===== src/rtl/regbank_writer_pkg.sv =====
// regbank_writer_pkg: shared state encoding and size helpers for the register bank write side
package regbank_writer_pkg;
   localparam int DEF_N_BITS   = 32;
   localparam int DEF_SEL_BITS = 5;
   typedef logic [0:0] state_t;
   localparam state_t ST_IDLE     = 1'b0;
   localparam state_t ST_CLEARING = 1'b1;
   function automatic int n_regs(input int sel_bits);
      return 2 ** sel_bits;
   endfunction
   function automatic int n_lanes(input int n_bits);
      return n_bits / 8;
   endfunction
endpackage


===== src/rtl/regbank_writer_decoder_n.sv =====
// decoder_n: enable-gated binary to one-hot decoder, write-side counterpart of the selector tree
module decoder_n
   import regbank_writer_pkg::*;
#(
   parameter int SEL_BITS = DEF_SEL_BITS
) (
   input  logic                        i_en,
   input  logic [SEL_BITS-1:0]         i_sel,
   output logic [n_regs(SEL_BITS)-1:0] o_onehot
);
   localparam int N = n_regs(SEL_BITS);
   assign o_onehot = i_en ? N'(1) << i_sel : '0;
endmodule


===== src/rtl/regbank_writer.sv =====
// regbank_writer: byte-masked register bank writes with a sequenced clear-all and busy/ready stall
module regbank_writer
   import regbank_writer_pkg::*;
#(
   parameter int N_BITS   = DEF_N_BITS,
   parameter int SEL_BITS = DEF_SEL_BITS
) (
   input  logic                                 clk,
   input  logic                                 rst_n,
   input  logic                                 wr_valid,
   output logic                                 wr_ready,
   input  logic [SEL_BITS-1:0]                  wr_sel,
   input  logic [N_BITS-1:0]                    wr_data,
   input  logic [n_lanes(N_BITS)-1:0]           wr_be,
   output logic                                 wr_ack,
   input  logic                                 clr_req,
   output logic                                 busy,
   output logic [n_regs(SEL_BITS)*N_BITS-1:0]   q_flat
);
   localparam int N_REGS  = n_regs(SEL_BITS);
   localparam int N_LANES = n_lanes(N_BITS);
   state_t              r_state;
   logic [SEL_BITS-1:0] r_cnt;
   logic                r_ack;
   logic                w_accept;
   logic [N_REGS-1:0]   w_wr_en;
   assign busy     = (r_state == ST_CLEARING);
   assign wr_ready = ~busy;
   assign w_accept = wr_valid && wr_ready;
   assign wr_ack   = r_ack;
   decoder_n #(.SEL_BITS(SEL_BITS)) u_dec (
      .i_en     (w_accept),
      .i_sel    (wr_sel),
      .o_onehot (w_wr_en)
   );
   // the counter wraps back to 0 on the edge that clears the last register
   always_ff @(posedge clk or negedge rst_n) begin
      if (!rst_n) begin
         r_state <= ST_IDLE;
         r_cnt   <= '0;
         r_ack   <= 1'b0;
      end else begin
         r_ack <= |w_wr_en;
         if (r_state == ST_IDLE) begin
            if (clr_req) begin
               r_state <= ST_CLEARING;
               r_cnt   <= SEL_BITS'(1);
            end
         end else begin
            r_state <= (r_cnt == SEL_BITS'(N_REGS - 1)) ? ST_IDLE : ST_CLEARING;
            r_cnt   <= r_cnt + SEL_BITS'(1);
         end
      end
   end
   assign q_flat[N_BITS-1:0] = '0;
   for (genvar i = 1; i < N_REGS; i++) begin : g_reg
      logic [N_BITS-1:0] r_q;
      always_ff @(posedge clk or negedge rst_n) begin
         if (!rst_n)
            r_q <= '0;
         else if (busy && r_cnt == SEL_BITS'(i))
            r_q <= '0;
         else if (w_wr_en[i])
            for (int b = 0; b < N_LANES; b++)
               if (wr_be[b]) r_q[b*8 +: 8] <= wr_data[b*8 +: 8];
      end
      assign q_flat[i*N_BITS +: N_BITS] = r_q;
   end
endmodule


===== config.mk =====
export PLATFORM = sky130hd
export DESIGN_NAME = regbank_writer
export DESIGN_NICKNAME = d
export VERILOG_FILES = /design/src/rtl/regbank_writer_pkg.sv /design/src/rtl/regbank_writer_decoder_n.sv /design/src/rtl/regbank_writer.sv
export SDC_FILE = /design/constraint.sdc
export NUM_CORES = 2
export LEC_CHECK = 0
export ABC_AREA = 1
export ABC_CLOCK_PERIOD_IN_PS = 1700
export CAP_MARGIN = 20
export CORE_AREA = 2 2 419 421
export DETAILED_ROUTE_END_ITERATION = 10
export DIE_AREA = 0 0 421 423
export GPL_TIMING_DRIVEN = 0
export PLACE_DENSITY_LB_ADDON = 0.2
export RECOVER_POWER = 50
export SYNTH_ARGS = -nofsm -noshare
export SYNTH_HDL_FRONTEND = slang
export SYNTH_HIERARCHICAL = 1
export SYNTH_SLANG_ARGS = --single-unit
export TNS_END_PERCENT = 50

===== constraint.sdc =====
create_clock -name clk -period 1.7 [get_ports clk]
set_clock_uncertainty 0.1 [all_clocks]
set_input_delay 0.34 -clock clk [delete_from_list [all_inputs] [get_ports clk]]
set_output_delay 0.34 -clock clk [all_outputs]
set_load 0.01 [all_outputs]

==> impl_metrics.tcl <==
set metrics [dict create \
    synth_edf_count 0 \
    grt_usage_pct 27.53 \
    max-cap-violations 0 \
    place_ws_ns -1.800 \
    yosys_warnings 6 \
    drc 0 \
    met2_usage_pct 45.03 \
    ys.flop_type "dfrtp_1" \
    top_usage_layer "met2" \
    crit_buf_inv 4 \
    final-setup-viol-count 2254 \
    place.gp.congestion 0.9044 \
    initial_core_util_pct 24.82 \
    die_w_um 421 \
    reg2reg_slack_ns -0.50 \
    layout.cells.non_filler 8668 \
    whs_ns -0.5645 \
    clk_latency_ns 0.77 \
    worstPathArrival_ns 2.77 \
    syn_area_um2 42990 \
    switching_power_uw 21560 \
    p_per_area_nw_per_um2 1065 \
    cpMaxStageDelayCell "dfrtp_1" \
    num_vias 42656 \
    grt_pass1_vias 40700 \
    netlist.area_leader.share_pct 58.15 \
    core-area_um2 173200 \
    violations "hold timing, setup timing" \
    hold_viol_final 125 \
    rr_startpoint "busy" \
    crit_path_end "g_reg[9].r_q[16]" \
    nNetsFinal 6287 \
    worstSetupEndpointType "flip-flop" \
    die_area_um2 178100 \
    rows 153 \
    drtIter0Drc 3985 \
    ys_top_cells_by_count "1346 x nand2_1, 999 x dfrtp_1, 749 x nand3_1, 665 x a21oi_1, 315 x inv_1" \
    h-tree-depth 3 \
    grt_setup_unrepaired "yes" \
    finalCritPeriodShare_pct 129.1 \
    grt_pass1_wl_um 342600 \
    synthArstFlopShare_pct 100.0 \
    cts_buffers 119 \
    power_frac_comb_pct 19.7 \
    yosys-top-cells-area "dfrtp_1 58%, nand2_1 12%, nand3_1 8.7%" \
    layout_min_cycle_time_ns 2.195 \
    p_leak_uw 0.03338 \
    tightest_slew_ns 1.314 \
    reg2reg_depth 9 \
    antenna_found_initial 17 \
    syn2layout_area_growth_pct 47.48 \
    critPathKind "reg2reg" \
    synth_area_per_cell_um2 8.728 \
    vias_per_cell 4.921 \
    swShare_pct 31.92 \
    status "complete, but fails checks" \
    crit_required_ns 2.27 \
    path_depth 9 \
    ir_drop_mv 0.9824 \
    dp.cells 8339 \
    clkPwrFrac_pct 39.9 \
    cts.clk_slew.worst_paths_ns 0.07 \
    detail_route.wl_per_cell_um 29.54 \
    synth_top_area_cell "dfrtp_1" \
    fmax_mhz 455.5 \
    r2r-end "g_reg[9].r_q[16]" \
    syn_inst 4926 \
    max_stage_delay_ns 0.39 \
    cts_root_buf "clkbuf_16" \
    crit_fanout 10 \
    final_layout_size_suffix_gt1_share_pct 15.75 \
    met1_usage_pct 32.57 \
    synth.most_common_cell "nand2_1" \
    finalPower_uw 67530 \
    clock_sinks 999 \
    layout_setup_ws_ns -0.4955 \
    dp_hpwl_um 191800 \
    cp-start-kind "flip-flop" \
    io_buffers 1037 \
    num_io_pins 1072 \
    yosysSeqAreaShare_pct 58.15 \
    antenna_left 0 \
    cts_buffer_depth 3 \
    power_frac_seq_pct 40.4 \
    ys_seq_elements 999 \
    dieHeight_um 423 \
    maxSlewViolCount 0 \
    drt_wl_total_um 256000 \
    grt_max_degree 165 \
    crit_family "buffers and inverters" \
    grt_overflow 0 \
    crit_chain "buf_6, nor2_4, nand2_4, buf_8, nor2_4, buf_12, clkbuf_16, nand3_1, a21oi_1" \
    first_pass_iters 6 \
    cts_tree "built" \
    path_common_cell "nor2_4" \
    critPathLaunch "busy" \
    power.internal_uw 45980 \
    min-delay-path-class "in2async" \
    met3_usage_pct 6.218 \
    slew_headroom_pct 12.40 \
    synth.distinct_cells 29 \
]
routing by layer:
| layer | vias up | part of all wire, % |
|---|---|---|
| met1 | 21337 | 38 |
| li1 | 18776 | - |
| met2 | 2014 | 47 |
| met5 | - | 0.034 |
| met3 | 513 | 7.7 |
| met4 | 16 | 7.5 |
worst min path at each step:
stage | endpoint | startpoint | cells after the start | slack (ns)
floorplan | busy | rst_n | 0 | -0.06
global placement | g_reg[31].r_q[1] | g_reg[31].r_q[1] | 2 | 0.40
detailed placement | g_reg[21].r_q[18] | rst_n | 1 | 0.26
CTS | g_reg[21].r_q[18] | rst_n | 1 | -0.59
global route | g_reg[21].r_q[19] | rst_n | 1 | -0.54
finish | g_reg[21].r_q[18] | rst_n | 1 | -0.56
stage by stage:
stage                TNS, ns  instance area [um2]  utilization (%)
global placement           -                57010            32.91
global route         -772.06                63400            36.59
CTS                  -598.95                62000            35.79
finish               -518.66                63410            36.60
floorplan             -37.51                43720                -
detailed placement  -1465.41                57410            33.14
power groups by stage:
stage,registers [uW],logic (uW),clock network [uW]
final,27300,13300,27000
after global placement,27800,13700,0
after global routing,27500,14100,28300
after floorplan,28300,4630,0
after detailed placement,27700,14200,0
after CTS,27300,13200,27500
cells in the final DEF, fill, tap and decap left out, drive strengths merged, types with 8 or more instances in the layout:
master,netlist,final
nand2,1354,1354
dfrtp,999,999
dlygate4sd2,0,956
nand3,757,757
a21oi,672,672
buf,255,395
clkbuf,147,331
inv,321,326
o21ai,324,324
nor2,78,78
clkdlybuf4s50,0,41
conb,1,32
clkinv,1,23
clkdlybuf4s15,0,19
diode,0,8
registers in the layout, indices dropped and copies added (netlist names):
name and cells:
g.r_q 992, r_cnt 5, busy 1, wr_ack 1
repair_timing:
action	in CTS	in global routing
pin swaps	53	52
hold endpoints to repair	113	113
setup endpoints to repair	2190	2469
setup buffers	46	32
cloned	11	12
gates resized for setup	1466	288
area by class of cell:
cell class	instances	area, um2
fill	18109	109800
sequential	999	25030
multi-input combinational	3234	15880
timing repair buffer	1158	10880
clock buffer	182	3700
buffer	402	3401
tap	2325	2909
inverter	322	1209
clock inverter	38	382.9
antenna	8	20.02
kinds of logic (layout without fill, tap and decap cells):
kind of cell               Yosys count  after routing  share of synthesized area [%]
and+or+nand+nor                   2198           2198                          21.98
DFF                                999            999                          58.15
AOI/OAI and AO/OA                  998            998                          11.69
buffers and inverters              724           2102                          8.006
adders and majority gates            6              6                         0.1746
other                                1             40                       0.008722
No activity file was read; power rests on OpenSTA's default activity.
